## src/rtl/mips_pkg.sv

```systemverilog
// Shared widths, HALT marker and loader state encoding.
// CHECK state exists only with PROGRAM_LOADER_CHECKSUM_EN defined.
package mips_pkg;

    localparam int INSTRUCTION_LENGTH = 32;
    localparam int PC_LENGTH          = 32;

    localparam logic [31:0] HALT_WORD = 32'hFFFF_FFFF;

    typedef enum logic [2:0] {
        IDLE    = 3'd0,
        RECEIVE = 3'd1,
        WRITE   = 3'd2,
        DONE    = 3'd3
`ifdef PROGRAM_LOADER_CHECKSUM_EN
        ,
        CHECK   = 3'd4
`endif
    } loader_state_t;

endpackage

```

## src/rtl/byte_assembler.sv

```systemverilog
// Big-endian byte-to-word shift register with byte index.
// word presents the completed word in the same cycle the last byte arrives.
module byte_assembler #(
    parameter int WIDTH = 32
) (
    input  logic             clk,
    input  logic             reset,
    input  logic             clear,
    input  logic             valid,
    input  logic [7:0]       data,
    output logic [WIDTH-1:0] word,
    output logic             word_ready
);

    localparam int BYTES = WIDTH / 8;
    localparam int IW    = $clog2(BYTES);

    logic [WIDTH-9:0] shift;
    logic [IW-1:0]    index;

    assign word       = {shift, data};
    assign word_ready = valid && (index == IW'(BYTES - 1));

    always_ff @(posedge clk or negedge reset) begin
        if (!reset) begin
            shift <= '0;
            index <= '0;
        end else if (clear) begin
            shift <= '0;
            index <= '0;
        end else if (valid) begin
            shift <= word[WIDTH-9:0];
            index <= word_ready ? '0 : index + IW'(1);
        end
    end

endmodule

```

## src/rtl/program_loader.sv

```systemverilog
// Loads a byte-streamed program into instruction memory, then enables the core.
// Define PROGRAM_LOADER_CHECKSUM_EN to require a trailing XOR checksum byte.
module program_loader #(
    parameter int INSTRUCTION_LENGTH = mips_pkg::INSTRUCTION_LENGTH,
    parameter int PC_LENGTH          = mips_pkg::PC_LENGTH,
    parameter int MEM_WORDS          = 256
) (
    input  logic                          clk,
    input  logic                          reset,
    input  logic                          start_load,
    input  logic [7:0]                    rx_data,
    input  logic                          rx_valid,
    output logic [INSTRUCTION_LENGTH-1:0] instruction_to_write,
    output logic [PC_LENGTH-1:0]          address_to_write,
    output logic                          mem_wr_en,
    output logic                          mips_enable,
    output logic [PC_LENGTH-1:0]          word_count,
    output logic                          overflow_error
`ifdef PROGRAM_LOADER_CHECKSUM_EN
    ,
    output logic                          checksum_error
`endif
);

    import mips_pkg::*;

    loader_state_t state;

    logic [INSTRUCTION_LENGTH-1:0] word;
    logic                          word_ready;
    logic                          asm_valid;
    logic [PC_LENGTH-1:0]          next_count;
    logic                          halt_wr;
    logic                          full_wr;
    logic                          stop_wr;

    assign next_count = word_count + PC_LENGTH'(1);
    assign halt_wr    = (instruction_to_write == INSTRUCTION_LENGTH'(HALT_WORD));
    assign full_wr    = (next_count == PC_LENGTH'(MEM_WORDS));
    assign stop_wr    = halt_wr || full_wr;

    // A byte landing in the final WRITE of a load belongs to no word.
    assign asm_valid = rx_valid &&
                       ((state == RECEIVE) || ((state == WRITE) && !stop_wr));

    byte_assembler #(
        .WIDTH (INSTRUCTION_LENGTH)
    ) u_asm (
        .clk        (clk),
        .reset      (reset),
        .clear      (start_load),
        .valid      (asm_valid),
        .data       (rx_data),
        .word       (word),
        .word_ready (word_ready)
    );

`ifdef PROGRAM_LOADER_CHECKSUM_EN
    logic [7:0] csum;

    always_ff @(posedge clk or negedge reset) begin
        if (!reset) begin
            csum <= '0;
        end else if (start_load) begin
            csum <= '0;
        end else if (asm_valid) begin
            csum <= csum ^ rx_data;
        end
    end
`endif

    always_ff @(posedge clk or negedge reset) begin
        if (!reset) begin
            state                <= IDLE;
            instruction_to_write <= '0;
            address_to_write     <= '0;
            mem_wr_en            <= 1'b0;
            mips_enable          <= 1'b0;
            word_count           <= '0;
            overflow_error       <= 1'b0;
`ifdef PROGRAM_LOADER_CHECKSUM_EN
            checksum_error       <= 1'b0;
`endif
        end else begin
            mem_wr_en <= 1'b0;
            if (start_load) begin
                state                <= RECEIVE;
                instruction_to_write <= '0;
                address_to_write     <= '0;
                mips_enable          <= 1'b0;
                word_count           <= '0;
                overflow_error       <= 1'b0;
`ifdef PROGRAM_LOADER_CHECKSUM_EN
                checksum_error       <= 1'b0;
`endif
            end else begin
                unique case (state)
                    IDLE: begin
                    end
                    RECEIVE: begin
                        if (word_ready) begin
                            state                <= WRITE;
                            mem_wr_en            <= 1'b1;
                            instruction_to_write <= word;
                            address_to_write     <= {word_count[PC_LENGTH-3:0], 2'b00};
                        end
                    end
                    WRITE: begin
                        word_count <= next_count;
                        if (halt_wr) begin
`ifdef PROGRAM_LOADER_CHECKSUM_EN
                            state       <= CHECK;
`else
                            state       <= DONE;
                            mips_enable <= 1'b1;
`endif
                        end else if (full_wr) begin
                            state          <= IDLE;
                            overflow_error <= 1'b1;
                        end else begin
                            state <= RECEIVE;
                        end
                    end
                    DONE: begin
                    end
`ifdef PROGRAM_LOADER_CHECKSUM_EN
                    CHECK: begin
                        if (rx_valid) begin
                            if (rx_data == csum) begin
                                state       <= DONE;
                                mips_enable <= 1'b1;
                            end else begin
                                state          <= IDLE;
                                checksum_error <= 1'b1;
                            end
                        end
                    end
`endif
                    default: begin
                        state <= IDLE;
                    end
                endcase
            end
        end
    end

endmodule

```

## config.mk

```make
export PLATFORM = sky130hd
export DESIGN_NAME = program_loader
export DESIGN_NICKNAME = d
export VERILOG_FILES = /design/src/rtl/mips_pkg.sv /design/src/rtl/byte_assembler.sv /design/src/rtl/program_loader.sv
export SDC_FILE = /design/constraint.sdc
export NUM_CORES = 1
export LEC_CHECK = 0
export CAP_MARGIN = 25
export CELL_PAD_IN_SITES_DETAIL_PLACEMENT = 0
export CELL_PAD_IN_SITES_GLOBAL_PLACEMENT = 1
export CORE_ASPECT_RATIO = 1.5
export CORE_MARGIN = 1
export CORE_UTILIZATION = 45
export CTS_BUF_LIST = sky130_fd_sc_hd__clkbuf_4 sky130_fd_sc_hd__clkbuf_8
export DETAILED_ROUTE_END_ITERATION = 16
export PLACE_DENSITY_LB_ADDON = 0.1
export SKIP_CTS_REPAIR_TIMING = 1
export SLEW_MARGIN = 20
export SYNTH_ARGS = -nofsm -noshare
export SYNTH_HDL_FRONTEND = slang
export SYNTH_SLANG_ARGS = --single-unit
```

## constraint.sdc

```tcl
create_clock -name clk -period 8.7 [get_ports clk]
set_input_delay 1.74 -clock clk [delete_from_list [all_inputs] [get_ports clk]]
set_output_delay 1.74 -clock clk [all_outputs]
set_load 0.1 [all_outputs]
```

# == After elaboration in Yosys (flattened, before gate mapping) ==
# Cells that the tools add are included.
# word_totals
reg_bits,128
latch_bits,0
mem_bits_rw,0
mem_bits_ro,0
in_bits,12
out_inout_bits,99
wordCells,66
memories,0
# op_classes
n_addsub,2
mul,0
div,0
n_lt_le_gt_ge,0
n_eq_ne,9
n_shift,0
mux,28
bitwise,0
reduce_logical,18
# op_table
cell,count
$mux W32,8
$mux W24,2
$add A32 B1 Y32 const B,1
$eq A32 B32 Y1 const B,1
$eq A32 B9 Y1 const B,1
$reduce_bool A2 Y1,6
$mux W1,11
$pmux W3 S3,1
$mux W2,4
$eq A3 B2 Y1 const B,2
$mux W3,2
$reduce_and A2 Y1,3
$eq A3 B1 Y1 const B,1
$logic_and A1 B1 Y1,3
$logic_not A3 Y1,1
$ne A3 B2 Y1 const B,1
$reduce_and A3 Y1,1
$add A2 B1 Y2 const B,1
$eq A2 B2 Y1 const B,1
$logic_or A1 B1 Y1,2
$ne A2 B1 Y1 const B,1
$ne A2 B2 Y1 const B,1
$reduce_or A2 Y1,1
$logic_not A1 Y1,1

# == Logic depth before layout (Yosys ltp) ==
# depth
ltp_word,11
ltp_mapped,12
depth_no_buf,9

# == Cells and area by module ==
# Synthesis repeated with hierarchy kept, for this count alone.
# unflattened
hier_cells,547
hier_area_um2,6019.5
# modules_own_cells
module,n_inst,cells_each,area_each_um2,seq_area_each_um2
program_loader,1,453,4865.9,2477.4
byte_assembler,1,94,1153.6,650.6

# == Least setup slack after synthesis ==
# OpenSTA, ideal clock, no wires.
# synth_path
path_type,reg-to-reg
from,reg word_count[1]
to,reg u_asm.shift[3]
setup_time_ns,0.082
arrival_ns,3.391
t_required_ns,8.618
slack_ns,5.227
path_stages_with_launch,11
n_path_buf,1
period_less_slack_ns,3.473
cell_sequence,dfrtp_1 -> ha_1 -> and2_1 -> nand4_4 -> or4_4 -> a221oi_2 -> o2111ai_1 -> nor4_4 -> buf_6 -> nand2_1 -> a31oi_1
# synth_between
elab_chain_cells,8
# synth_lines
element,line_no,source
from (decl),program_loader.sv:17,"output logic [PC_LENGTH-1:0] word_count,"
from (signal assigned),program_loader.sv:109,word_count <= next_count;
$add A32 B1 Y32,program_loader.sv:37,assign next_count = word_count + PC_LENGTH'(1);
$eq A32 B9 Y1,program_loader.sv:39,assign full_wr = (next_count == PC_LENGTH'(MEM_WORDS));
$logic_or A1 B1 Y1,program_loader.sv:40,assign stop_wr = halt_wr || full_wr;
$logic_not A1 Y1,program_loader.sv:44,((state == RECEIVE) || ((state == WRITE) && !stop_wr));
$logic_and A1 B1 Y1,program_loader.sv:44,
$logic_or A1 B1 Y1,program_loader.sv:44,
$logic_and A1 B1 Y1,program_loader.sv:43,assign asm_valid = rx_valid &&
$reduce_bool A2 Y1 (no source line),-,
to (signal assigned),byte_assembler.sv:32,shift <= word[WIDTH-9:0];
to (decl),byte_assembler.sv:18,logic [WIDTH-9:0] shift;
# No other way between the ends.
# A chain may end at the register's enable or synchronous reset.

# == Worst setup path in the final report ==
# layout_path
from,reg word_count[24]
to,out word_count[24]
# No word-level cell between the ends.

==> metrics.csv <==
stage,metric,value,unit
worst_setup_path,required,6.96,ns
routing,first_iter_violations,395,
floorplan,rows,53,
grt,overflow,0,
cells_and_area,layout.nets,827,
clock_tree,cts_buffers,17,
floorplan,die_area,15000,sq um
timing,rsz0062_at_grt,no,
logic_synthesis,synth_seq_area_share,47.9,%
power_and_ir_drop,cellPowerDensity,164,nW/um^2
floorplan,die_h,150,microns
worst_setup_path,r2r_setup_slack,5.03,ns
logic_synthesis,yosysTopAreaCellShare,47.9,%
grt,grt.total_usage,25.3,%
clock_tree,cts_max_level,4,
worst_setup_path,r2r.worst_path.cells,9,
worst_setup_path,end_kind,output port,
worst_setup_path,critical-path-top-delay-family,buffers and inverters,
worst_setup_path,r2r-start,word_count[0]$_DFFE_PN0P_,
worst_setup_path,worstPathCellList,clkdlybuf4s50_1,
placed_design,hpwlAfterDp,12000,microns
clock_tree,cts.sinks,125,
timing,tightest_slew,1.06,ns
logic_synthesis,syn_inst,743,
power_and_ir_drop,leakagePower,3.08,nW
logic_synthesis,synth_top_area_cell,dfrtp_1,
min_path,hp-class,reg -> reg,
grt,grt_pass1_wl,29700,microns
clock_tree,cts_root_buf,clkbuf_8,
routing,ant_nets,0,
timing,hold_viol,0,
timing,period_needed,4.07,ns
routing,detail_route.wl_per_cell,17.9,microns
grt,grt_max_degree,82,
worst_setup_path,max_stage_delay,1.23,ns
logic_synthesis,synth.area.top_cells,"dfrtp_1 48%, nand2_1 10%, a21oi_1 5.4%",
worst_setup_path,crit_path_start_kind,flop,
logic_synthesis,avgSynthCellArea,8.79,sq um
cells_and_area,utilization,57.2,%
worst_setup_path,worst_r2r_endpoint,u_asm.shift[16]$_DFFE_PN0P_,
clock_tree,clk_pin_slew,0.07,ns
logic_synthesis,yosys_warnings,0,
floorplan,fp.dieW,100,microns
logic_synthesis,async_flop_share,100,%
clock_tree,cts_tree,yes,
worst_setup_path,cp_slowest_cell,clkdlybuf4s50_1,
logic_synthesis,synth_edf_count,0,
logic_synthesis,ys_ff_latch,125,
clock_tree,clk_path_buf_depth,2,
timing,fin_setup_tns,0,ns
logic_synthesis,synth_ff_type,dfrtp_1,
timing,clock.fmax,246,MHz
timing,slew_headroom,29.4,%
timing,finalSetupViolCount,0,
timing,report.final.slew_viol_count,0,
placed_design,routabilityCongestion,0.874,
worst_setup_path,worstSetupPathType,reg -> out,
grt,grt_pass1_vias,5819,
routing,drc_errors,0,
timing,period_share,46.7,%
timing,skew,0.0134,ns
routing,drtPass1Iterations,5,
logic_synthesis,ys_types,56,
placed_design,io_buffers,108,
worst_setup_path,arrival,2.33,ns
floorplan,core_area,14100,sq um
routing,drt_wl_total,18200,microns
logic_synthesis,syn_area,6530,sq um
min_path,hold_end,overflow_error$_DFFE_PN0P_,
power_and_ir_drop,ir_worst_vdd,94.9,uV
floorplan,start_util,46.4,%
grt,antenna_found_initial,0,
clock_tree,clock_latency,0.45,ns
cells_and_area,drive_gt1_share,7.05,%
run_status,status,completed,
min_path,hp-start,overflow_error$_DFFE_PN0P_,
cells_and_area,area_growth_syn_to_layout,23.1,%
floorplan,ios,111,
min_path,hold_depth,2,
cells_and_area,n_antenna_cell,0,
routing,via_per_inst,5.83,
flow_run,cap_viol_max_count,0,
routing,vias,5913,
worst_setup_path,crit_fanout,13,
worst_setup_path,cp_num_buf_inv,1,
## flip-flops by register name, summed over array words and instances, names as in the netlist
| register | flops |
|---|---|
| u_asm.shift | 24 |
| word_count | 32 |
| overflow_error | 1 |
| u_asm.index | 2 |
| state | 2 |
| mips_enable | 1 |
| address_to_write | 30 |
| instruction_to_write | 32 |
| mem_wr_en | 1 |
## per-layer routing
layer	vias to the layer above	track usage, %	wire length [microns]
li1	2753	-	-
met1	2948	28.9	7010
met2	178	46.0	9910
met3	34	3.92	741
met4	0	11.3	494
met5	-	0	0
## how the worst max path moves through the flow
stage          cells past startpoint                        from                              endpoint
6_report                           1  word_count[24]$_DFFE_PN0P_                        word_count[24]
3_3_place_gp                       5                    rx_valid   instruction_to_write[1]$_DFFE_PN0P_
5_1_grt                            1  word_count[24]$_DFFE_PN0P_                        word_count[24]
2_1_floorplan                     10   word_count[1]$_DFFE_PN0P_            u_asm.shift[3]$_DFFE_PN0P_
3_5_place_dp                       5                    rx_valid  instruction_to_write[10]$_DFFE_PN0P_
4_1_cts                            5                    rx_valid  instruction_to_write[10]$_DFFE_PN0P_
## cell usage in the layout, fill, tap and decap left out, types with 4 or more instances in the layout
| cell type | count |
|---|---|
| nor2_1 | 48 |
| clkinvlp_4 | 5 |
| and2_1 | 6 |
| inv_1 | 7 |
| a21oi_1 | 70 |
| buf_4 | 6 |
| ha_1 | 4 |
| or4_1 | 5 |
| nand2_1 | 176 |
| dfrtp_1 | 125 |
| a311oi_1 | 4 |
| a31oi_1 | 27 |
| and3_1 | 8 |
| clkbuf_8 | 19 |
| nand4_1 | 25 |
| nor3_1 | 9 |
| nand3_1 | 42 |
| a32oi_1 | 24 |
| clkdlybuf4s50_1 | 106 |
| xor2_1 | 24 |
| and4_1 | 5 |
| xnor2_1 | 16 |
## cell families after synthesis
group	count (synthesis)	synth area share, %
fa+ha+maj	4	0.767
mux	3	0.460
xor+xnor	40	5.37
buf+inv	73	5.04
flops	125	47.9
compound gates	150	15.0
other cells	1	0.0574
simple gates	347	25.4
## synthesized netlist by cell type (all sizes together) (9+ instances only)
cell and instances:
clkbuf 42, buf 24, nand2 176, nor2 48, nor3 9, xnor2 16
a32oi 24, nand4 27, nand3 43, and3 9, a21oi 70, a31oi 28
dfrtp 125, xor2 24
## stage by stage
step	instances	power, W	hold slack (ns)	cell area [sq um]	worst slack (ns)
4_1_cts	1014	0.00133	0.527	8020	4.60
5_1_grt	1015	0.00137	0.549	8040	4.57
6_report	1015	0.00132	0.525	8040	4.63
3_3_place_gp	983	0.000777	0.503	7590	4.18
2_1_floorplan	744	0.000733	0.491	6530	5.23
3_5_place_dp	983	0.000783	0.510	7590	4.11
## area by class of cell
type | count | area, sq um
Fill cell | 1353 | 6020
Sequential cell | 125 | 3130
Multi-Input combinational cell | 546 | 3090
Timing Repair Buffer | 114 | 1130
Clock buffer | 19 | 262
Tap cell | 192 | 240
Clock inverter | 12 | 163
Inverter | 7 | 26.3
## power by group
part           switching, W  leakage, nW  internal, W
Clock              0.000248        0.197     0.000299
Sequential        0.0000275         1.74     0.000599
Combinational      0.000102         1.14    0.0000447
## worst register-to-register path: stages (launching register included)
cell and delay (ns):
dfrtp_1 0.54, ha_1 0.29, and2_1 0.28, nand4_4 0.15, nor4_1 0.57, nor3_1 0.12, a31oi_2 0.45, a21o_1 0.72
a32oi_1 0.22, a31oi_1 0.22
No activity file was read; power rests on OpenSTA's default activity.
